[config.mk]
export PLATFORM = sky130hd
export DESIGN_NAME = furnace_scheduler
export DESIGN_NICKNAME = d
export VERILOG_FILES = /design/src/rtl/furnace_pkg.sv /design/src/rtl/furnace_scheduler_rr_arbiter.sv /design/src/rtl/furnace_scheduler.sv
export SDC_FILE = /design/constraint.sdc
export NUM_CORES = 1
export LEC_CHECK = 0
export BUFFER_PORTS_ARGS = -buffer_cell sky130_fd_sc_hd__buf_2
export CAP_MARGIN = 20
export CORE_MARGIN = 2
export CORE_UTILIZATION = 50
export DETAILED_ROUTE_END_ITERATION = 10
export PLACE_DENSITY_LB_ADDON = 0.3
export SLEW_MARGIN = 20
export SYNTH_ARGS = -nofsm -noshare
export SYNTH_HDL_FRONTEND = slang
export SYNTH_SLANG_ARGS = --single-unit
[constraint.sdc]
create_clock -name clock -period 6.62 [get_ports clock]
set_input_delay 1.324 -clock clock [delete_from_list [all_inputs] [get_ports clock]]
set_output_delay 1.324 -clock clock [all_outputs]
set_load 0.01 [all_outputs]
[src/rtl/furnace_pkg.sv]
// Shared furnace constants and scheduler state encoding.
// Used by the scheduler RTL and by the furnace model in the bench.
package furnace_pkg;

   localparam int TEMP_W = 7;

   localparam logic [TEMP_W-1:0] TEMP_MIN = 7'd25;
   localparam logic [TEMP_W-1:0] TEMP_MAX = 7'd120;

   // Shared session counter; wide enough for any legal timeout value.
   localparam int CNT_W = 8;

   localparam logic [1:0] ST_IDLE     = 2'd0;
   localparam logic [1:0] ST_WAIT_HOT = 2'd1;
   localparam logic [1:0] ST_LOAD     = 2'd2;
   localparam logic [1:0] ST_RECOVER  = 2'd3;

   typedef enum logic [1:0] {
      S_IDLE     = ST_IDLE,
      S_WAIT_HOT = ST_WAIT_HOT,
      S_LOAD     = ST_LOAD,
      S_RECOVER  = ST_RECOVER
   } state_t;

endpackage

[src/rtl/furnace_scheduler_rr_arbiter.sv]
// Combinational round-robin pick: searches upward from ptr, wrapping.
// Ports: req (requests), ptr (start index), pick (one-hot), pick_idx, any.
module rr_arbiter #(
   parameter int NUM_REQ = 4,
   parameter int IDX_W   = (NUM_REQ > 1) ? $clog2(NUM_REQ) : 1
) (
   input  logic [NUM_REQ-1:0] req,
   input  logic [IDX_W-1:0]   ptr,
   output logic [NUM_REQ-1:0] pick,
   output logic [IDX_W-1:0]   pick_idx,
   output logic               any
);

   logic [IDX_W-1:0] idx;

   always_comb begin
      pick     = '0;
      pick_idx = '0;
      any      = 1'b0;
      idx      = '0;
      for (int i = 0; i < NUM_REQ; i++) begin
         idx = IDX_W'((int'(ptr) + i) % NUM_REQ);
         if (!any && req[idx]) begin
            any       = 1'b1;
            pick[idx] = 1'b1;
            pick_idx  = idx;
         end
      end
   end

endmodule

[src/rtl/furnace_scheduler.sv]
// Shares one furnace among NUM_REQ requesters, one session at a time.
// Ports: clock, reset (async high), req, furnace_temp, alarm in;
//        door_sig, usage, grant, busy, done, error out (all registered).
module furnace_scheduler
   import furnace_pkg::*;
#(
   parameter int                NUM_REQ      = 4,
   parameter logic [TEMP_W-1:0] READY_TEMP   = 7'd100,
   parameter int                LOAD_CYCLES  = 8,
   parameter int                HEAT_TIMEOUT = 63
) (
   input  logic               clock,
   input  logic               reset,
   input  logic [NUM_REQ-1:0] req,
   input  logic [TEMP_W-1:0]  furnace_temp,
   input  logic               alarm,
   output logic               door_sig,
   output logic               usage,
   output logic [NUM_REQ-1:0] grant,
   output logic               busy,
   output logic               done,
   output logic               error
);

   localparam int IDX_W = (NUM_REQ > 1) ? $clog2(NUM_REQ) : 1;

   localparam logic [CNT_W-1:0] LOAD_LAST = CNT_W'(LOAD_CYCLES - 1);
   localparam logic [CNT_W-1:0] TIMEOUT   = CNT_W'(HEAT_TIMEOUT);
   localparam logic [IDX_W-1:0] LAST_IDX  = IDX_W'(NUM_REQ - 1);

   state_t             state, state_n;
   logic [CNT_W-1:0]   cnt, cnt_n;
   logic               err_s, err_s_n;
   logic [IDX_W-1:0]   ptr, ptr_n;
   logic [IDX_W-1:0]   owner, owner_n;
   logic [IDX_W-1:0]   next_ptr;
   logic [NUM_REQ-1:0] grant_n;
   logic               door_q, door_n;
   logic               busy_n, done_n, error_n;

   logic [NUM_REQ-1:0] pick;
   logic [IDX_W-1:0]   pick_idx;
   logic               any_req;
   logic               hot, held;

   rr_arbiter #(
      .NUM_REQ (NUM_REQ),
      .IDX_W   (IDX_W)
   ) u_arb (
      .req      (req),
      .ptr      (ptr),
      .pick     (pick),
      .pick_idx (pick_idx),
      .any      (any_req)
   );

   assign hot  = (furnace_temp >= READY_TEMP);
   assign held = |(req & grant);

   assign next_ptr = (owner == LAST_IDX) ? '0 : owner + 1'b1;

   // One flop drives both furnace commands, so (0,1) can never appear.
   assign door_sig = door_q;
   assign usage    = door_q;

   always_comb begin
      state_n = state;
      cnt_n   = cnt;
      err_s_n = err_s;
      ptr_n   = ptr;
      owner_n = owner;
      grant_n = grant;
      done_n  = 1'b0;
      error_n = 1'b0;

      unique case (state)
         S_IDLE: begin
            if (any_req) begin
               state_n = S_WAIT_HOT;
               grant_n = pick;
               owner_n = pick_idx;
               cnt_n   = '0;
               err_s_n = 1'b0;
            end
         end

         // Temperature wins over a dropped request, which wins over timeout.
         S_WAIT_HOT: begin
            cnt_n = cnt + 1'b1;
            if (hot) begin
               state_n = S_LOAD;
               cnt_n   = '0;
            end else if (!held) begin
               state_n = S_IDLE;
               grant_n = '0;
               ptr_n   = next_ptr;
            end else if (cnt == TIMEOUT) begin
               state_n = S_IDLE;
               grant_n = '0;
               ptr_n   = next_ptr;
               error_n = 1'b1;
            end
         end

         S_LOAD: begin
            cnt_n = cnt + 1'b1;
            if (alarm) begin
               err_s_n = 1'b1;
            end
            if (cnt == LOAD_LAST || alarm || !held) begin
               state_n = S_RECOVER;
               cnt_n   = '0;
            end
         end

         // A timeout still closes the session with done, flagged as error.
         S_RECOVER: begin
            cnt_n = cnt + 1'b1;
            if (hot || cnt == TIMEOUT) begin
               state_n = S_IDLE;
               grant_n = '0;
               ptr_n   = next_ptr;
               done_n  = 1'b1;
               error_n = err_s | ~hot;
            end
         end

         default: begin
            state_n = S_IDLE;
            grant_n = '0;
         end
      endcase
   end

   assign door_n = (state_n == S_LOAD);
   assign busy_n = (state_n != S_IDLE);

   always_ff @(posedge clock or posedge reset) begin
      if (reset) begin
         state  <= S_IDLE;
         cnt    <= '0;
         err_s  <= 1'b0;
         ptr    <= '0;
         owner  <= '0;
         grant  <= '0;
         door_q <= 1'b0;
         busy   <= 1'b0;
         done   <= 1'b0;
         error  <= 1'b0;
      end else begin
         state  <= state_n;
         cnt    <= cnt_n;
         err_s  <= err_s_n;
         ptr    <= ptr_n;
         owner  <= owner_n;
         grant  <= grant_n;
         door_q <= door_n;
         busy   <= busy_n;
         done   <= done_n;
         error  <= error_n;
      end
   end

endmodule

==> results.md, run 1 <==
- Initial antenna violation count: 0
- Final Cycle Share: 0.4683
- Post-DP HPWL: 2519 um
- Die Area: 3581 um2
- Fin Clk Skew: 0.004922 ns
- Synth Warn #: 0
- WHS: 0.5347 ns
- Hold depth: 1
- Final #Nets: 193
- Internal power: 0.0004010 W
- H-tree levels: 1
- Largest area contributor in the netlist: dfrtp_1
- Setup WS pre-CTS: 3.412 ns
- Switching portion of total power: 0.4602
- FF+latch count, synth: 23
- Pre-Repair DR Iteration Count: 4
- Cells after DPL: 198
- Register area share after synthesis: 0.3692
- Max-cap viol count: 0
- DR vias: 1302
- Routed WL: 3339 um
- Cell variety after synth: 46
- Port Buffers: 20
- Pwr Total: 0.0007428 W
- Core ar.: 3003 um2
- Slew Viols, Final: 0
- Post-Layout Cell Count: 202
- Largest net degree at the start of global routing: 24
- Ports: 23
- Placer Congestion: 0.8420
- Hold path startpoint: owner[1]$_DFFE_PP0P_
- Worst-path clk slew: 0.12 ns
- GRT overflow: 0
- CP Cell Sequence: inv_1, ha_1, mux4_1, o41ai_4, mux2_4
- CTS tree: done
- Clock Sinks: 23
- RSZ-0062 raised after global routing: no
- Final ANT Viol Nets: 0
- Worst setup margin: 3.520 ns
- Sequential fraction of design power: 0.336
- Post-Syn Instances: 149
- Clk pwr share: 0.087
- Fillers: 265
- Critical path's slowest cell: mux4_1
- Leakage: 0.8379 nW
- Total track usage: 0.2025
- Worst vdd rail ir drop: 0.1358 mV
- Area grow syn2layout: 8.587%
- Routed len/inst: 16.53 um
- Fraction of layout cells with a size suffix above 1: 0.2012
- Final setup fails: 0
- WP data arrival: 3.30 ns
- DRC errors left: 0
- RR Endpoint: owner[1]$_DFFE_PP0P_
- Top-area cell type share of the netlist area: 0.3692
- Initial core utilization: 0.5192
- Worst setup path startpoint: ptr[0]$_DFFE_PP0P_
- First-pass GRT wire length: 5451 um
- PwrDens: 438.8 nW/um2
- Mapped Nets: 172
- Crit path max fanout: 15
- # rows: 20
- Sw Pwr: 0.0003418 W
- Number of global-route vias before repair: 1155
- Hold path endpoint: owner[1]$_DFFE_PP0P_
- Clock buffer depth: 2
- Total CTS buffers: 3
- Clock root cell: clkbuf_4
- Fin crit period: 3.100 ns
- Outcome: complete, no violations
- Chip height: 59.84 um
- Worst setup EP type: register
- Vias per Instance: 6.446
- Setup CP Type: reg2reg
- Final Hold Viols: 0
- Slew headroom: 0.4142
- Fmax: 322.6 MHz
- Flop-to-flop setup slack: 3.52 ns
- WP data required: 6.82 ns
- Cts hold-fix bufs: 0
- Setup bufs post-CTS: 0
- Measured slew at the worst slew-check pin: 0.8778 ns
- Tightest Hold Check Type: reg2reg
- Antenna Cells: 0
- Mapped Area: 1559 um2
- Setup crit start kind: register
- Predominant post-synthesis flop cell: dfrtp_1
- FF-to-FF path depth: 5
- Post_cts resized: 0
- Setup TNS: 0 ns
- Later-pin clock latency in the skew report: 0.31 ns
- Worst reg2reg path startpoint: ptr[0]$_DFFE_PP0P_
- Die width: 59.84 um
- Power share of the combinational group: 0.576
- Asr flop ratio synth: 1.000
- Starting DRC count in detailed routing: 123
- Slowest stage delay, CP: 0.77 ns
- Number of flops mapped to enable cells by yosys: 0
- Synth area leaders: dfrtp_1 37%, ha_1 7.2%, a22oi_1 3.4%, mux4_1 3.4%, mux4_2 2.9%
- Mean area per synthesized cell: 10.46 um2
final cells by class:
cell class | instances | area (um2) | share of cell area
well taps | 33 | 41.29 | 0.02439
repair buffers | 20 | 100.1 | 0.05913
clock buffers | 4 | 26.28 | 0.01552
flip-flops and latches | 23 | 575.6 | 0.3400
inverters | 8 | 30.03 | 0.01774
multi-input cells | 114 | 919.6 | 0.5432
layout by cell type, fill, tap and decap left out, types with 2 or more instances in the layout:
| master | count |
|---|---|
| dfrtp_1 | 23 |
| buf_2 | 20 |
| nor2_1 | 10 |
| ha_1 | 9 |
| nand2_1 | 8 |
| o21ai_1 | 8 |
| a22oi_1 | 7 |
| inv_1 | 7 |
| nand3_1 | 6 |
| nand2b_1 | 5 |
| a22o_1 | 4 |
| a21o_1 | 4 |
| and3_1 | 4 |
| a21oi_1 | 4 |
| a221o_1 | 4 |
| o2bb2ai_1 | 4 |
| nor2b_1 | 3 |
| clkbuf_4 | 3 |
| mux4_2 | 2 |
| mux4_1 | 2 |
| nor3_1 | 2 |
| a41oi_1 | 2 |
| nor3b_1 | 2 |
| mux2_2 | 2 |
| nand4_1 | 2 |
| o21ai_0 | 2 |
worst max-delay path by stage:
stage	to	slack, ns	depth (start not counted)
after floorplan	owner[1]$_DFFE_PP0P_	3.73	3
after global placement	owner[1]$_DFFE_PP0P_	3.42	4
after detailed placement	owner[1]$_DFFE_PP0P_	3.41	4
after CTS	owner[1]$_DFFE_PP0P_	3.50	5
after global routing	owner[1]$_DFFE_PP0P_	3.28	5
final	owner[1]$_DFFE_PP0P_	3.52	5
synthesized netlist by cell type (2+ instances only):
cell and n:
ha_1 9, a22oi_1 7, dfrtp_1 23, nand2b_1 5
a22o_1 4, a41oi_1 2, nor2_1 10, a21o_1 4
nor3_1 2, nor3b_1 2, o21ai_1 8, inv_1 7
a221o_1 4, buf_6 2, nand2_1 8, nand3_1 6
nor2b_1 3, and3_1 4, a21oi_1 4, mux4_1 2
nand4_1 2, o21ai_0 2, o2bb2ai_1 4, mux4_2 2
mux2_2 2
metrics by stage:
stage / cell area [um2] / utilization
2_1_floorplan: 1559 / -
3_3_place_gp: 1667 / 0.5550
3_5_place_dp: 1667 / 0.5550
4_1_cts: 1693 / 0.5638
5_1_grt: 1693 / 0.5638
6_report: 1693 / 0.5638
flip-flops by register name, summed over array words and instances (netlist names):
register / cells
busy: 1
cnt: 8
done: 1
door_sig: 1
err_s: 1
error: 1
grant: 4
owner: 2
ptr: 2
state: 2
per-layer routing:
metal  GRT usage  wire [um]  vias to the layer above
li1            -          -                      614
met1      0.2698       1476                      637
met2      0.3370       1717                       49
met4     0.07302          4                        0
met3     0.02597        140                        2
met5           0          0                        -
power by group through the flow:
stage	Clock [W]	Sequential, W	Combinational [W]
2_1_floorplan	0	0.000227	0.000365
3_3_place_gp	0	0.000248	0.000410
3_5_place_dp	0	0.000251	0.000429
4_1_cts	0.0000670	0.000248	0.000431
5_1_grt	0.0000713	0.000259	0.000475
6_report	0.0000648	0.000250	0.000428
worst max-delay path, delay by kind of cell, from the launching register on:
family                     cells  cell delay, ns
buffers and inverters          1            0.18
AOI/OAI and AO/OA              1            0.53
muxes                          2            1.12
adders and majority gates      1            0.42
DFF                            1            0.74
cells by family (layout without fill, tap and decap cells):
group,after synthesis,in the layout,share of synthesized area
AO/OA/AOI/OAI,48,48,0.2472
multiplexers,9,9,0.1003
adder cells (fa/ha/maj),9,9,0.07223
AND/OR/NAND/NOR,46,46,0.1589
flip-flops,23,23,0.3692
XOR/XNOR,2,2,0.01124
buffers and inverters,12,32,0.04093
Note: power is estimated with default switching activity, not from simulation.
==> run 2: changes to the inputs <==
==> constraint.sdc (replaced) <==
create_clock -name clock -period 2.9 [get_ports clock]
set_input_delay 0.58 -clock clock [delete_from_list [all_inputs] [get_ports clock]]
set_output_delay 0.58 -clock clock [all_outputs]
set_load 0.01 [all_outputs]
==> run 2 against run 1 <==
Via count decreased by 2.8%. Global-route usage decreased by 0.41 points. Worst hold slack got worse by 0.12 ns. Sequential power up 110%. Die area unchanged. Register-to-register slack got worse by 3.2 ns. Setup slack got worse by 3.2 ns. Final area up 1.4%. Wire length fell by 4.0%. Flip-flop and latch count unchanged.
==> results.md, run 2 (synthesized netlist as in run 1, its figures left out) <==
- Outcome: complete, no violations
- Clock Sinks: 23
- Starting DRC count in detailed routing: 102
- H-tree levels: 1
- Fin crit period: 2.558 ns
- Antenna Cells: 0
- Worst setup EP type: register
- Final #Nets: 196
- Largest net degree at the start of global routing: 24
- PwrDens: 1005 nW/um2
- Reg with most FFs: cnt
- Max reg flops: 8
- Ports: 23
- Routed WL: 3205 um
- Worst reg2reg path startpoint: ptr[1]$_DFFE_PP0P_
- Cts hold-fix bufs: 0
- Most frequent cells in the layout: 23 x dfrtp_1, 20 x buf_2, 10 x nor2_1, 9 x ha_1
- Total CTS buffers: 3
- Area taken by multi-input logic gates: 919.6 um2
- Biggest regs: cnt: 8 flops, grant: 4 flops
- Total track usage: 0.1984
- Fillers: 266
- Later-pin clock latency in the skew report: 0.31 ns
- Placer Congestion: 0.8391
- WP data required: 3.14 ns
- Clock buffer depth: 2
- Slew Viols, Final: 0
- Leakage: 0.8547 nW
- Pre-Repair DR Iteration Count: 4
- WP data arrival: 2.80 ns
- First-pass GRT wire length: 5409 um
- Measured slew at the worst slew-check pin: 0.8475 ns
- Vias per Instance: 6.171
- Final Hold Viols: 0
- Post-DP HPWL: 2461 um
- Number of global-route vias before repair: 1201
- Port Buffers: 20
- Most common cell after layout, fill and taps aside: dfrtp_1
- Worst-path clk slew: 0.12 ns
- DR vias: 1265
- Sequential cell area: 575.6 um2
- Tightest Hold Check Type: in2async
- Setup bufs post-CTS: 0
- Placed cell area: 1689 um2
- Setup crit start kind: register
- Die Area: 3581 um2
- GRT overflow: 0
- DRC errors left: 0
- Final setup fails: 0
- Max-cap viol count: 0
- Worst vdd rail ir drop: 0.4480 mV
- Routed len/inst: 15.63 um
- Initial core utilization: 0.5192
- Worst setup path startpoint: ptr[1]$_DFFE_PP0P_
- Fin Clk Skew: 0.003285 ns
- Flop-to-flop setup slack: 0.34 ns
- WHS: 0.4178 ns
- Crit path max fanout: 9
- Chip height: 59.84 um
- CTS tree: done
- RSZ-0062 raised after global routing: no
- Fmax: 390.9 MHz
- Initial antenna violation count: 0
- Die width: 59.84 um
- Area grow syn2layout: 10.11%
- Finished Cell Area: 1717 um2
- Setup TNS: 0 ns
- Final ANT Viol Nets: 0
- Post_cts resized: 0
- # rows: 20
- Clock root cell: clkbuf_4
- Setup CP Type: reg2reg
- Core ar.: 3003 um2
- Fraction of layout cells with a size suffix above 1: 0.2209
- Slew headroom: 0.4344
- Final Cycle Share: 0.8821
[run 2: cell count changes in the layout (fill, tap and decap cells not counted)]
cell	previous run	this run
buf_4	0	3
clkbuf_1	1	0
clkinv_2	0	1
[run 2: layout make-up]
type                            count  share of cell area
Clock inverter                      1            0.002915
Sequential cell                    23              0.3353
Multi-Input combinational cell    114              0.5357
Clock buffer                        3             0.01312
Tap cell                           33             0.02405
Inverter                            8             0.01749
Timing Repair Buffer               23             0.07143
[run 2: metrics by stage]
step	power (W)	util	setup WS [ns]	instances
finish	0.001725	0.5717	0.3419	205
CTS	0.001737	0.5717	0.3492	205
detailed placement	0.001583	0.5625	0.3914	201
floorplan	0.001352	-	0.2942	149
global placement	0.001539	0.5625	0.4726	201
global route	0.001876	0.5717	0.1826	205
[run 2: routing by layer]
| metal | up-vias | track usage | wire [um] |
|---|---|---|---|
| met4 | 0 | 0.03810 | 0 |
| met2 | 38 | 0.3509 | 1624 |
| met5 | - | 0 | 0 |
| li1 | 622 | - | - |
| met1 | 605 | 0.2497 | 1439 |
| met3 | 0 | 0.04113 | 141 |
[run 2: critical path: stages, from the launching register on]
cell and delay, ns:
dfrtp_1 0.37, inv_1 0.09, ha_1 0.39, mux4_1 0.78, nor2_2 0.23, nand3_2 0.22
o311ai_1 0.23, o2bb2ai_1 0.17
[run 2: worst paths after layout]
check,to,cells past startpoint
max,grant[3]$_DFFE_PP0P_,7
min,ptr[1]$_DFFE_PP0P_,2
max reg2reg,grant[3]$_DFFE_PP0P_,7
min reg2reg,err_s$_DFFE_PP0P_,1
max in group asynchronous,error$_DFF_PP0_,2
min in group clock,err_s$_DFFE_PP0P_,2
[run 2: power by group]
part           internal (W)  switching [W]  total, W
logic              0.000471       0.000595   0.00107
registers          0.000419      0.0000934  0.000513
clock network     0.0000515      0.0000946  0.000146
==> run 3: changes to the inputs <==
--- a/config.mk
+++ b/config.mk
@@ -5,11 +5,11 @@
 export SDC_FILE = /design/constraint.sdc
 export NUM_CORES = 1
 export LEC_CHECK = 0
-export BUFFER_PORTS_ARGS = -buffer_cell sky130_fd_sc_hd__buf_2
 export CAP_MARGIN = 20
 export CORE_MARGIN = 2
 export CORE_UTILIZATION = 50
 export DETAILED_ROUTE_END_ITERATION = 10
+export DONT_BUFFER_PORTS = 1
 export PLACE_DENSITY_LB_ADDON = 0.3
 export SLEW_MARGIN = 20
 export SYNTH_ARGS = -nofsm -noshare
==> run 3 against run 2 <==
Flip-flop and latch count is the same. Critical path type unchanged. Worst hold slack lost 0.11 ns. Combinational power shrank 6%. Highest routed layer is now met4. Critical endpoint is now grant[2]$_DFFE_PP0P_. Die area is the same. Wire length grew 5.5%. Non-clock buffer count shrank 20. Maximum frequency shrank 1.6%.
==> results.md, run 3 (synthesized netlist as in run 1, its figures left out) <==
- Final Cycle Share: 0.8968
- Slew Viols, Final: 0
- Biggest regs: cnt: 8 flops, grant: 4 flops
- Clock buffer depth: 2
- Fmax: 384.5 MHz
- Placed cell area: 1589 um2
- Slew headroom: 0.4191
- Clock root cell: clkbuf_4
- Initial core utilization: 0.5192
- Measured slew at the worst slew-check pin: 0.8704 ns
- Pre-Repair DR Iteration Count: 4
- Final setup fails: 0
- Cts hold-fix bufs: 0
- CTS tree: done
- Tightest Hold Check Type: in2async
- Fin Clk Skew: 0.008059 ns
- Largest net degree at the start of global routing: 24
- Max-cap viol count: 0
- Fin crit period: 2.601 ns
- First-pass GRT wire length: 5823 um
- GRT overflow: 0
- Cells after DPL: 181
- Worst setup margin: 0.2992 ns
- Reg with most FFs: cnt
- Initial antenna violation count: 0
- Die width: 59.84 um
- Post-DP HPWL: 2447 um
- Antenna Cells: 0
- Number of global-route vias before repair: 1192
- Max reg flops: 8
- Worst setup path startpoint: ptr[1]$_DFFE_PP0P_
- Setup WS pre-CTS: 0.3606 ns
- Setup bufs post-CTS: 0
- Die Area: 3581 um2
- Most common cell after layout, fill and taps aside: dfrtp_1
- Ports: 23
- Setup TNS: 0 ns
- Chip height: 59.84 um
- Area grow syn2layout: 3.612%
- Starting DRC count in detailed routing: 95
- Setup crit start kind: register
- H-tree levels: 1
- Later-pin clock latency in the skew report: 0.33 ns
- Post-Layout Cell Count: 185
- Routed WL: 3381 um
- Clock Sinks: 23
- Vias per Instance: 6.741
- Port Buffers: 0
- Leakage: 0.7640 nW
- Crit path max fanout: 9
- Worst-path clk slew: 0.14 ns
- # rows: 20
- Placer Congestion: 0.8536
- Final ANT Viol Nets: 0
- Finished Cell Area: 1615 um2
- Worst vdd rail ir drop: 0.4414 mV
- Total track usage: 0.2167
- Total CTS buffers: 3
- RSZ-0062 raised after global routing: no
- Worst setup EP type: register
- Post_cts resized: 0
- Final #Nets: 176
- WP data arrival: 2.86 ns
- Most frequent cells in the layout: 23 x dfrtp_1, 10 x nor2_1, 9 x ha_1, 8 x nand2_1, 8 x o21ai_1
- WP data required: 3.16 ns
- Final Hold Viols: 0
- Outcome: complete, no violations
- DRC errors left: 0
- Core ar.: 3003 um2
- Fraction of layout cells with a size suffix above 1: 0.1118
- Pwr Total: 0.001709 W
- Routed len/inst: 18.28 um
- DR vias: 1247
- Worst reg2reg path startpoint: ptr[1]$_DFFE_PP0P_
- PwrDens: 1058 nW/um2
- Setup CP Type: reg2reg
run 3: changes by cell type in the layout (fill, tap and decap cells not counted), sizes merged:
| cell | change |
|---|---|
| clkinv | -1 |
| buf | -20 |
| clkbuf | +1 |
run 3: final timing paths:
kind / cells after the start / to / slack [ns]
worst max-delay path: 7 / grant[2]$_DFFE_PP0P_ / 0.30
min in group clock: 1 / err_s$_DFFE_PP0P_ / 0.39
worst max register to register: 7 / grant[2]$_DFFE_PP0P_ / 0.30
worst min-delay path: 1 / cnt[0]$_DFFE_PP0P_ / 0.31
max in group asynchronous: 1 / err_s$_DFFE_PP0P_ / 2.06
worst min register to register: 1 / err_s$_DFFE_PP0P_ / 0.53
run 3: metal layers:
layer / up-vias / GRT usage / share of wire
li1: 581 / - / -
met1: 633 / 0.2921 / 0.45
met2: 28 / 0.3463 / 0.50
met3: 5 / 0.05411 / 0.042
met4: 0 / 0.05714 / 0.011
met5: - / 0 / 0
run 3: report_power, final:
part | switching (W) | total (W) | internal [W]
combinational | 0.000571 | 0.00101 | 0.000443
clock | 0.000105 | 0.000158 | 0.0000540
sequential | 0.000118 | 0.000537 | 0.000419
total | 0.000793 | 0.00171 | 0.000916
run 3: critical path, cell delays in order, from the launching register on:
cell       delay [ns]
dfrtp_1          0.38
inv_1            0.09
ha_1             0.41
mux4_1           0.79
nor2_2           0.22
nand3_2          0.22
o311ai_1         0.25
o2bb2ai_1        0.18
run 3: per-stage QoR:
stage	hold slack [ns]	utilization
3_3_place_gp	0.5066	0.5292
6_report	0.3055	0.5379
3_5_place_dp	0.5019	0.5292
5_1_grt	0.3628	0.5379
4_1_cts	0.3450	0.5379
2_1_floorplan	0.4738	-
run 3: cell type report:
type | instances | area [um2]
multi-input cells | 114 | 919.6
repair buffers | 3 | 22.52
flip-flops and latches | 23 | 575.6
fillers | 255 | 1388
well taps | 33 | 41.29
clock buffers | 4 | 26.28
inverters | 8 | 30.03
